<file path="config.mk">
export PLATFORM = sky130hd
export DESIGN_NAME = dcache_ctrl
export DESIGN_NICKNAME = d
export VERILOG_FILES = /design/src/rtl/dcache_pkg.sv /design/src/rtl/dcache_ctrl_line_xfer_ctr.sv /design/src/rtl/dcache_ctrl.sv
export SDC_FILE = /design/constraint.sdc
export NUM_CORES = 1
export LEC_CHECK = 0
export ABC_AREA = 0
export CORE_UTILIZATION = 44
export DETAILED_ROUTE_END_ITERATION = 8
export HOLD_SLACK_MARGIN = 0.08
export PLACE_DENSITY = 0.83
export SLEW_MARGIN = 10
export SYNTH_ARGS = -nofsm -noshare
export SYNTH_HDL_FRONTEND = slang
export SYNTH_SLANG_ARGS = --single-unit
</file>
<file path="constraint.sdc">
create_clock -name clk_i -period 8.6 [get_ports clk_i]
set_input_delay 1.72 -clock clk_i [delete_from_list [all_inputs] [get_ports clk_i]]
set_output_delay 1.72 -clock clk_i [all_outputs]
set_load 0.01 [all_outputs]
</file>
<file path="src/rtl/dcache_pkg.sv">
// Shared types and address-slice widths for the L1 data-cache controller.
package dcache_pkg;

  localparam int LINE_WORDS = 4;
  localparam int NUM_LINES  = 256;
  localparam int WORD_W     = $clog2(LINE_WORDS);
  localparam int INDEX_W    = $clog2(NUM_LINES);
  localparam int TAG_W      = 32 - 2 - WORD_W - INDEX_W;
  localparam int DADDR_W    = INDEX_W + WORD_W;

  // Tag memory port: line index plus write strobe.
  typedef struct packed {
    logic [INDEX_W-1:0] index;
    logic               wr_en;
  } cache_req_t;

  // One tag memory entry.
  typedef struct packed {
    logic             valid;
    logic             dirty;
    logic [TAG_W-1:0] tag;
  } cache_tag_t;

  typedef enum logic [1:0] {
    IDLE      = 2'd0,
    COMPARE   = 2'd1,
    WRITEBACK = 2'd2,
    ALLOCATE  = 2'd3
  } dcache_state_e;

endpackage

</file>
<file path="src/rtl/dcache_ctrl_line_xfer_ctr.sv">
// Word counter for line transfers to/from next-level memory.
module line_xfer_ctr #(
  parameter int LINE_WORDS = 4
) (
  input  logic                          clk_i,
  input  logic                          rst_i,
  input  logic                          clr_i,
  input  logic                          adv_i,
  output logic [$clog2(LINE_WORDS)-1:0] cnt_o,
  output logic                          last_o
);

  logic [$clog2(LINE_WORDS)-1:0] r_cnt;

  // Counter clears on request, otherwise steps once per accepted memory ack.
  always_ff @(posedge clk_i or posedge rst_i) begin
    if (rst_i) begin
      r_cnt <= '0;
    end else if (clr_i) begin
      r_cnt <= '0;
    end else if (adv_i) begin
      r_cnt <= r_cnt + 1'b1;
    end
  end

  assign cnt_o  = r_cnt;
  assign last_o = (r_cnt == ($clog2(LINE_WORDS))'(LINE_WORDS - 1));

endmodule

</file>
<file path="src/rtl/dcache_ctrl.sv">
// Write-back, write-allocate sequencing controller for a direct-mapped L1 D-cache.
module dcache_ctrl
  import dcache_pkg::*;
#(
  parameter int  LINE_WORDS = 4,
  parameter int  NUM_LINES  = 256,
  localparam int WW         = $clog2(LINE_WORDS),
  localparam int IW         = $clog2(NUM_LINES),
  localparam int TW         = 32 - 2 - WW - IW
) (
  input  logic             clk_i,
  input  logic             rst_i,
  input  logic             cpu_req_valid_i,
  input  logic             cpu_req_we_i,
  input  logic [31:0]      cpu_req_addr_i,
  input  logic [31:0]      cpu_req_wdata_i,
  output logic             cpu_ready_o,
  output logic             cpu_resp_valid_o,
  output logic [31:0]      cpu_resp_rdata_o,
  output cache_req_t       tag_req_o,
  output cache_tag_t       tag_wr_o,
  input  cache_tag_t       tag_rd_i,
  output logic [IW+WW-1:0] data_addr_o,
  output logic             data_we_o,
  output logic [31:0]      data_wdata_o,
  input  logic [31:0]      data_rdata_i,
  output logic             mem_req_valid_o,
  output logic             mem_req_we_o,
  output logic [31:0]      mem_addr_o,
  output logic [31:0]      mem_wdata_o,
  input  logic             mem_ack_i,
  input  logic [31:0]      mem_rdata_i
);

  dcache_state_e r_state;
  logic          r_we;
  logic [31:0]   r_addr;
  logic [31:0]   r_wdata;
  logic [TW-1:0] r_victim_tag;
  logic          r_resp_valid;
  logic [31:0]   r_resp_rdata;
  logic          r_mem_valid;
  logic          r_mem_we;
  logic [31:0]   r_mem_addr;
  logic [31:0]   r_mem_wdata;

  logic [TW-1:0] w_tag;
  logic [IW-1:0] w_index;
  logic [WW-1:0] w_word;
  logic [WW-1:0] w_cnt;
  logic [WW-1:0] w_xfer_word;
  logic          w_last;
  logic          w_hit;
  logic          w_ack;
  logic          w_store_hit;
  logic          w_alloc_last;
  logic          w_unused;

  assign w_tag    = r_addr[31 -: TW];
  assign w_index  = r_addr[2+WW +: IW];
  assign w_word   = r_addr[2 +: WW];
  assign w_unused = &{1'b0, r_addr[1:0]};

  assign w_hit        = (r_state == COMPARE) && tag_rd_i.valid && (tag_rd_i.tag == w_tag);
  assign w_ack        = r_mem_valid && mem_ack_i &&
                        ((r_state == WRITEBACK) || (r_state == ALLOCATE));
  assign w_store_hit  = w_hit && r_we;
  assign w_alloc_last = (r_state == ALLOCATE) && w_ack && w_last;

  line_xfer_ctr #(.LINE_WORDS(LINE_WORDS)) u_xfer_ctr (
    .clk_i  (clk_i),
    .rst_i  (rst_i),
    .clr_i  ((r_state == COMPARE) || (w_ack && w_last)),
    .adv_i  (w_ack),
    .cnt_o  (w_cnt),
    .last_o (w_last)
  );

  // Tag/data port steering. On a COMPARE miss the data array already points at
  // word 0 so the first write-back word can be captured on the way out of COMPARE.
  always_comb begin
    w_xfer_word     = w_hit ? w_word : w_cnt;
    data_addr_o     = {w_index, w_xfer_word};
    data_we_o       = w_store_hit || ((r_state == ALLOCATE) && w_ack);
    data_wdata_o    = '0;
    if (r_state == COMPARE)  data_wdata_o = r_wdata;
    if (r_state == ALLOCATE) data_wdata_o = mem_rdata_i;
    tag_req_o.index = w_index;
    tag_req_o.wr_en = w_store_hit || w_alloc_last;
    tag_wr_o        = '0;
    if (w_store_hit)  tag_wr_o = '{valid: 1'b1, dirty: 1'b1, tag: w_tag};
    if (w_alloc_last) tag_wr_o = '{valid: 1'b1, dirty: 1'b0, tag: w_tag};
  end

  // Main sequencer: request capture, hit/miss resolution, line write-back and fill.
  always_ff @(posedge clk_i or posedge rst_i) begin
    if (rst_i) begin
      r_state      <= IDLE;
      r_we         <= 1'b0;
      r_addr       <= '0;
      r_wdata      <= '0;
      r_victim_tag <= '0;
      r_resp_valid <= 1'b0;
      r_resp_rdata <= '0;
      r_mem_valid  <= 1'b0;
      r_mem_we     <= 1'b0;
      r_mem_addr   <= '0;
      r_mem_wdata  <= '0;
    end else begin
      r_resp_valid <= 1'b0;
      case (r_state)
        IDLE: begin
          if (cpu_req_valid_i) begin
            r_we    <= cpu_req_we_i;
            r_addr  <= cpu_req_addr_i;
            r_wdata <= cpu_req_wdata_i;
            r_state <= COMPARE;
          end
        end
        COMPARE: begin
          if (w_hit) begin
            r_resp_valid <= 1'b1;
            r_resp_rdata <= r_we ? 32'h0 : data_rdata_i;
            r_state      <= IDLE;
          end else if (tag_rd_i.valid && tag_rd_i.dirty) begin
            r_victim_tag <= tag_rd_i.tag;
            r_mem_valid  <= 1'b1;
            r_mem_we     <= 1'b1;
            r_mem_addr   <= {tag_rd_i.tag, w_index, w_cnt, 2'b00};
            r_mem_wdata  <= data_rdata_i;
            r_state      <= WRITEBACK;
          end else begin
            r_mem_valid  <= 1'b1;
            r_mem_we     <= 1'b0;
            r_mem_addr   <= {w_tag, w_index, w_cnt, 2'b00};
            r_mem_wdata  <= '0;
            r_state      <= ALLOCATE;
          end
        end
        WRITEBACK: begin
          if (w_ack) begin
            r_mem_valid <= 1'b0;
            if (w_last) r_state <= ALLOCATE;
          end else if (!r_mem_valid) begin
            r_mem_valid <= 1'b1;
            r_mem_we    <= 1'b1;
            r_mem_addr  <= {r_victim_tag, w_index, w_cnt, 2'b00};
            r_mem_wdata <= data_rdata_i;
          end
        end
        ALLOCATE: begin
          if (w_ack) begin
            r_mem_valid <= 1'b0;
            if (w_last) r_state <= COMPARE;
          end else if (!r_mem_valid) begin
            r_mem_valid <= 1'b1;
            r_mem_we    <= 1'b0;
            r_mem_addr  <= {w_tag, w_index, w_cnt, 2'b00};
            r_mem_wdata <= '0;
          end
        end
        default: r_state <= IDLE;
      endcase
    end
  end

  assign cpu_ready_o      = (r_state == IDLE) && !rst_i;
  assign cpu_resp_valid_o = r_resp_valid;
  assign cpu_resp_rdata_o = r_resp_rdata;
  assign mem_req_valid_o  = r_mem_valid;
  assign mem_req_we_o     = r_mem_we;
  assign mem_addr_o       = r_mem_addr;
  assign mem_wdata_o      = r_mem_wdata;

endmodule
</file>
# Word level (Yosys, flattened, before mapping)
# Cells that the tools add are included.
[totals] mem_bits_rw=0 memories=0 out_inout_bits=174 inputBits=155 latchBits=0 wordCells=97 romBits=0 ff_bits=188
[op_classes] addsub=1 n_lt_le_gt_ge=0 eq_ne=15 shift=0 n_mux=42 n_div=0 bitwise=1 multipliers=0 reduce_logical=26
[op_table] cell="$mux 32" n=15
[op_table] cell="$pmux 32 s3" n=2
[op_table] cell="$mux 22" n=2
[op_table] cell="$eq 20x20->1" n=1
[op_table] cell="$ne 2x2->1 const B" n=10
[op_table] cell="$mux 2" n=9
[op_table] cell="$mux 1" n=11
[op_table] cell="$logic_and 1x1->1" n=10
[op_table] cell="$pmux 2 s4" n=1
[op_table] cell="$eq 2x2->1 const B" n=3
[op_table] cell="$reduce_and 2->1" n=3
[op_table] cell="$reduce_and 6->1" n=1
[op_table] cell="$reduce_and 5->1" n=1
[op_table] cell="$logic_or 1x1->1" n=4
[op_table] cell="$reduce_bool 2->1" n=2
[op_table] cell="$pmux 1 s3" n=1
[op_table] cell="$reduce_and 3->1" n=1
[op_table] cell="$reduce_bool 3->1" n=1
[op_table] cell="$add 2x1->2 const B" n=1
[op_table] cell="$eq 2x1->1 const B" n=1
[op_table] cell="$logic_not 2->1" n=1
[op_table] cell="$pmux 1 s2" n=1
[op_table] cell="$reduce_or 2->1" n=1
[op_table] cell="$logic_not 1->1" n=1
[op_table] cell="$not 1->1" n=1

# Depth between registers and ports, before layout
# Gate-level depths: netlist (run 1).
[logic_depth] word_depth=6 ltp_mapped=9 ltp_nobuf=7

# Hierarchy
# A second synthesis (run 1) with hierarchy kept.
[unflattened] cells_unflattened=680 hier_area_um2=8371.8
[by_module_without_submodules] mod="dcache_ctrl" cells_each=672 area_per_inst_um2=8279.2 seq_area_each_um2=4554.4 instances=1
[by_module_without_submodules] mod="line_xfer_ctr" cells_each=8 area_per_inst_um2=92.6 seq_area_each_um2=50.0 instances=1

# Least setup slack after synthesis (run 1)
# Ideal clock, no wire load.
[synth_path] path_kind="input port to output port" startpoint="input tag_rd_i[19] (netlist bit)" endpoint="output data_we_o" stages=7 arrival_ns=3.157 required_ns=6.880 path_slack_ns=3.723 n_path_buf=2 path_cell_list="xor2_1 -> nor4_1 -> nand4_1 -> or2_1 -> buf_2 -> buf_6 -> o22ai_1"
[synth_between] elab_chain_cells=4
[synth_rtl] item="from (decl)" line="dcache_ctrl.sv:22" text="input cache_tag_t tag_rd_i,"
[synth_rtl] item="$eq 20x20->1" line="dcache_ctrl.sv:64" text="assign w_hit = (r_state == COMPARE) && tag_rd_i.valid && (tag_rd_i.tag == w_tag);"
[synth_rtl] item="$logic_and 1x1->1" line="dcache_ctrl.sv:64"
[synth_rtl] item="$logic_and 1x1->1" line="dcache_ctrl.sv:67" text="assign w_store_hit = w_hit && r_we;"
[synth_rtl] item="$logic_or 1x1->1" line="dcache_ctrl.sv:84" text="data_we_o = w_store_hit || ((r_state == ALLOCATE) && w_ack);"
[synth_rtl] item="to (decl)" line="dcache_ctrl.sv:24" text="output logic data_we_o,"
# Every way passes these cells.

# Final worst setup path (run 1)
# Ends and elaborated chain as after synthesis.

==> impl_results.md, run 1 <==
* Outcome: finished with violations
* Failing checks: DRC
* Startpoint Class: input port
* Max-slew violations at 0
* Non-Filler Cell Area, Final at roughly 0.012 sq mm
* Worst Hold Class: reg -> reg
* Post-CTS Setup Inserts at 0
* Clock tree buffer depth at 2
* Dpl hpwl at roughly 16,000 um
* CP top delay family: buffers and inverters
* Critical Path AT at between 4 and 5 ns
* Cells after synthesis at 675
* Sequential area share after synthesis at ~56%
* Total GRT Usage at about a quarter
* # setup viols final at 0
* Initial Util at between 40% and 50%
* Synthesized flop and latch total at 184
* Crit path launch: tag_rd_i[19]
* Clock skew at between 0.015 and 0.02 ns
* DRC errors left at 22
* Worst Max-Slew Pin Slew at roughly 1.1 ns
* Leakage Power at a little over 0.005 uW
* N_diodes at 0
* Achievable frequency at around 160 MHz
* Via count at about 6,700
* Register area at approximately 0.0046 sq mm
* Synth Warn # at 0
* Slowest cell delay on critical path at roughly 0.65 ns
* Vias in the first global route at ~6,700
* Slowest CP cell: clkdlybuf4s50_1
* Final hold vios at 0
* Port Buffer Count at about 320
* Area after DPL at 0.0115 sq mm
* Fillcell total at ~1,400
* Routed wire length at between 20,000 and 25,000 um
* Synthesized cell area at 0.00826 sq mm
* CTS root buffer: clkbuf_16
* Initial antenna violation count at 0
* Gr ovfl total at 0
* GPL Wtd Cong at just under 0.8
* Layout cells sized above 1 at between 10% and 20%
* Max Cap Viol at 0
* I/O Pins at 329
* Core Rows at a little under 50
* Vias per cell at 5.54
* Reg clk slew, reported paths at 0.06 ns
* Max FO, Critical Path at 35
* Worst Setup Path Type: in -> out
* R2r startpoint: r_addr[30]
* First-pass GRT wire length at 37,600 um
* Max VDD drop at 0.163 mV
* Worst endpoint required time at 6.88 ns
* Fin crit share at 73.9%
* Syn_area_per_cell at approximately 12 sq um
* Die footprint at 0.0193 sq mm
* CP endpoint kind: output port
* Power density cells at around 340 mW/mm^2
* Critical-path cell list: clkdlybuf4s50_1 > xor2_1 > nor4_1 > nand4_1 > buf_4 > or2_1 > buf_4 > o22ai_1 > clkdlybuf4s50_1
* Multi-input gate area at 0.00321 sq mm
* Setup Total Neg Slack at 0 ns
* Antenna Violating Nets Remaining at 0
* Ys async rst share at between 90% and 100%
* Largest net degree at the start of global routing at 81
* Final net count at between 1,000 and 1,500
* Minimum clock period at approximately 6.4 ns
* CTS hold repair buffers at 0
* Unrepaired setup endpoints after global routing: no
* Clk_lat worst skew at 0.43 ns
* Sink Count at between 150 and 200
* Chip Height at roughly 140 um
* Die X at approximately 140 um
* Synth Flop Type: dfrtp_1
* Detailed Route Iter0 Violations at between 400 and 500
* TritonCTS Buffers at 17
* Area Overhead vs Synth at 46.0%
* Synth unique cells at a little over 40
* Hold path startpoint: mem_addr_o[8]
* Rel. slew slack at 26.5%
* Drt first pass iters at 9
* Worst path bufs/invs at 4
* Final core utilization at between 60 and 70%
* CTS resizes at 0
* CTS tree: done
* H-tree depth at 4
* WL/cell at around 19 um
* Post-synth EDFFs at 0
* Core area at approximately 0.018 sq mm
[per-layer routing]
metal  vias to the layer above  track usage, %  part of all wire [%]
met5                         -               0                     0
met4                         0            8.30                   2.3
met3                        41            6.56                   8.7
met2                       322            40.9                    49
met1                      3309            32.1                    40
li1                       2993               -                     -
[state kept, by name, indices dropped and copies added (netlist names)]
name / flops
cpu_resp_valid_o: 1
r_addr: 30
r_victim_tag: 20
r_we: 1
mem_req_we_o: 1
r_state: 2
u_xfer_ctr.cnt_o: 2
mem_addr_o: 30
r_wdata: 32
mem_req_valid_o: 1
cpu_resp_rdata_o: 32
mem_wdata_o: 32
[cell usage in the layout, fill, tap and decap left out, types with 3 or more instances in the layout]
cell,synthesis,layout
mux2_2,87,87
nand3_1,3,3
o21ai_0,54,54
nand2_1,38,37
xor2_1,20,20
a222oi_1,20,20
a21oi_1,5,5
clkbuf_16,0,17
nor3_1,3,3
mux2i_1,20,20
buf_4,24,10
nor2b_1,23,22
nor4_1,8,8
inv_6,0,3
clkdlybuf4s50_1,0,324
a22o_1,64,64
ha_1,6,6
mux2_1,9,9
inv_1,25,24
clkinvlp_4,0,5
nand4_1,3,3
nor2_1,8,8
dfrtp_1,184,184
o21ai_1,11,11
[layout make-up]
type	count	share of cell area, %
repair buffers	334	27.5
clock buffers	19	3.59
multi-input cells	400	26.7
inverters	26	0.851
clock inverters	12	0.779
flip-flops and latches	184	38.2
well taps	229	2.38
[report_power, final]
part / internal (uW) / switching (uW) / total (uW)
clock: 372 / 345 / 717
sequential: 1230 / 255 / 1480
combinational: 1080 / 846 / 1930
total: 2680 / 1450 / 4120
[cells in the mapped netlist, types with 20 or more instances]
cell	number	area [sq um]
nor2b_1	23	144
mux2i_1	20	200
dfrtp_1	184	4600
a222oi_1	20	200
inv_1	25	93.8
a22o_1	64	561
mux2_2	87	980
clkbuf_1	32	120
nand2_1	38	143
o21ai_0	54	270
buf_4	24	180
xor2_1	20	175
[worst register-to-register path: cells and delay by family (launching register included)]
| kind | cells | cell delay [ns] |
|---|---|---|
| AND/OR/NAND/NOR | 2 | 0.69 |
| XOR/XNOR | 1 | 0.20 |
| AO/OA/AOI/OAI | 1 | 0.94 |
| buffers and inverters | 1 | 0.57 |
| multiplexers | 1 | 0.43 |
| flip-flops | 1 | 0.45 |
[through the flow]
stage | hold WS, ns | total power (uW) | setup WS [ns] | std cells
floorplan | 0.465 | 2560 | 1.88 | 676
detailed placement | 0.477 | 3430 | 2.28 | 1173
global placement | 0.460 | 3370 | 2.33 | 1173
global route | 0.518 | 4360 | 2.06 | 1204
CTS | 0.492 | 4150 | 2.29 | 1204
finish | 0.491 | 4120 | 2.25 | 1204
[logic make-up (layout without fill, tap and decap cells)]
| family | count (synthesis) | after routing | share of synthesized area [%] |
|---|---|---|---|
| AND/OR/NAND/NOR | 92 | 92 | 5.53 |
| XOR/XNOR | 20 | 20 | 2.12 |
| flip-flops | 184 | 184 | 55.8 |
| buffers and inverters | 92 | 391 | 5.65 |
| adder cells (fa/ha/maj) | 6 | 6 | 0.909 |
| other | 1 | 2 | 0.0454 |
| multiplexers | 116 | 116 | 15.5 |
| AO/OA/AOI/OAI | 164 | 164 | 14.5 |
[path summary, 6_finish.rpt]
| check | endpoint | slack (ns) | cells past startpoint |
|---|---|---|---|
| hold / removal | mem_addr_o[8] | 0.49 | 1 |
| setup / recovery | data_we_o | 2.25 | 9 |
| setup reg to reg | mem_addr_o[10] | 5.20 | 6 |
| min in group asynchronous | r_addr[4] | 1.79 | 2 |
| max in group asynchronous | cpu_resp_rdata_o[31] | 5.56 | 3 |
| hold reg to reg | mem_addr_o[8] | 0.49 | 1 |
(Power assumes the default switching activity.)
==> inputs of run 2 (changes only) <==
- CORE_UTILIZATION: 44 -> 40
- PLACE_DENSITY: 0.83 -> 0.8
- clock period: 8.6 -> 5.2 ns (I/O delays scaled with it)
==> impl_results.md, run 2 (synthesis gave the netlist of run 1 again) <==
* Minimum clock period at approximately 4.8 ns
* I/O Pins at between 300 and 400
* Gr ovfl total at 0
* Initial antenna violation count at 0
* Worst endpoint required time at approximately 4.2 ns
* Startpoint Class: input port
* Most common library cell in the layout ignoring fill and taps: clkdlybuf4s50_1
* Core Rows at 52
* Via count at about 6,600
* Metal3 WL at approximately 2200 um
* Dpl ws at roughly 0.5 ns
* N_diodes at 0
* Final hold vios at 0
* Rel. slew slack at roughly two fifths
* DRC errors left at 0
* Critical Path AT at ~3.7 ns
* Vias in the first global route at ~6,800
* Achievable frequency at roughly 210 MHz
* Dpl hpwl at 16,500 um
* Initial Util at 40.8%
* CTS resizes at 0
* Area after DPL at roughly 0.012 sq mm
* M1 WL at between 9000 and 10,000 um
* CP top delay family: buffers and inverters
* Routed wire length at approximately 23,000 um
* Unrepaired setup endpoints after global routing: no
* Die X at 146 um
* TritonCTS Buffers at 17
* WL/cell at around 19 um
* WL met2 at roughly 11,000 um
* Top sig layer: met4
* Final net count at ~1,100
* CTS tree: done
* Non-Filler Cell Area, Final at 0.0122 sq mm
* Slowest CP cell: clkdlybuf4s50_1
* Chip Height at roughly 150 um
* Clock skew at between 0.015 and 0.02 ns
* Outcome: complete, no violations
* Critical-path cell list: clkdlybuf4s50_1 > xor2_1 > nor4_1 > nand4_1 > buf_4 > or2_1 > o22ai_1 > clkdlybuf4s50_1
* Worst Setup Path Type: in -> out
* Antenna Violating Nets Remaining at 0
* Slowest cell delay on critical path at roughly 0.62 ns
* Crit path top cell by count: clkdlybuf4s50_1
* H-tree depth at 4
* Layout cells sized above 1 at about 14%
* Sink Count at 184
* Reg clk slew, reported paths at roughly 0.080 ns
* Largest net degree at the start of global routing at between 100 and 150
* Worst setup margin at around 0.45 ns
* Total GRT Usage at 22.5%
* Post-CTS Setup Inserts at 0
* Detailed Route Iter0 Violations at 390
* Max Cap Viol at 0
* Clock tree buffer depth at 2
* # setup viols final at 0
* Vias per cell at between 5 and 6
* Clk_lat worst skew at roughly 0.43 ns
* Worst Hold Class: reg -> reg
* Max-slew violations at 0
* Worst Max-Slew Pin Slew at around 0.9 ns
* Area Overhead vs Synth at 48.1%
* Die footprint at 0.0212 sq mm
* Drt first pass iters at 8
* GPL Wtd Cong at between 0.8 and 0.9
* Power density cells at between 500 and 600 mW/mm^2
* Max FO, Critical Path at 34
* Max VDD drop at 0.279 mV
* First-pass GRT wire length at 37,500 um
* CP endpoint kind: output port
* Core area at roughly 0.020 sq mm
* Worst path bufs/invs at 3
* Fin crit share at approximately 91%
* Port Buffer Count at roughly 320
* Setup Total Neg Slack at 0 ns
* Leakage Power at 0.00524 uW
* CTS root buffer: clkbuf_16
* CTS hold repair buffers at 0
* Most frequent cells in the layout: clkdlybuf4s50_1, dfrtp_1, mux2_2, a22o_1, o21ai_0
==> run 2: per-stage QoR <==
step                      std cells  hold WS, ns  power (uW)  utilization [%]
after global routing           1251        0.502        7350             60.4
after CTS                      1251        0.484        7010             60.4
after detailed placement       1219        0.466        5720             57.6
after global placement         1219        0.459        5640             57.6
after floorplan                 676        0.465        4230                -
final                          1251        0.481        6940             60.4
==> run 2: area by class of cell <==
type                            count  area (sq um)
Fill cell                        1650          8000
Inverter                           26           101
Timing Repair Buffer              339          3390
Clock inverter                     13           128
Multi-Input combinational cell    400          3210
Clock buffer                       19           453
Sequential cell                   184          4600
Tap cell                          270           338
==> run 2: power by group <==
| part | internal [uW] | switching [uW] | total, uW |
|---|---|---|---|
| Sequential | 2030 | 425 | 2450 |
| Combinational | 1820 | 1400 | 3220 |
| Clock | 664 | 606 | 1270 |
==> run 2: worst reg2reg max path, delay by kind of cell (launching register included) <==
kind / cells / cell delay (ns)
AO/OA/AOI/OAI: 1 / 0.64
XOR/XNOR: 1 / 0.21
buffers and inverters: 2 / 0.51
flip-flops: 1 / 0.47
multiplexers: 1 / 0.22
AND/OR/NAND/NOR: 2 / 0.61
==> run 2: worst paths after layout <==
path / startpoint / to / slack, ns / cells past startpoint
hold / removal: mem_req_we_o / mem_req_we_o / 0.48 / 1
setup reg to reg: r_addr[21] / mem_addr_o[16] / 2.45 / 7
hold reg to reg: mem_req_we_o / mem_req_we_o / 0.48 / 1
min in group asynchronous: rst_i / cpu_resp_rdata_o[24] / 1.11 / 3
max in group asynchronous: rst_i / mem_wdata_o[3] / 3.51 / 3
setup / recovery: tag_rd_i[3] / data_we_o / 0.45 / 8
==> run 2: routing by layer <==
| layer | global-route usage (%) | up-vias |
|---|---|---|
| li1 | - | 3007 |
| met1 | 28.7 | 3262 |
| met2 | 36.5 | 311 |
| met3 | 7.37 | 24 |
| met4 | 6.58 | 0 |
| met5 | 0 | - |
==> inputs of run 3 (changes only) <==
- SLEW_MARGIN: 10 -> default
==> results of run 3 <==
Same layout as run 2: the final DEF is identical, and so are final timing and power.
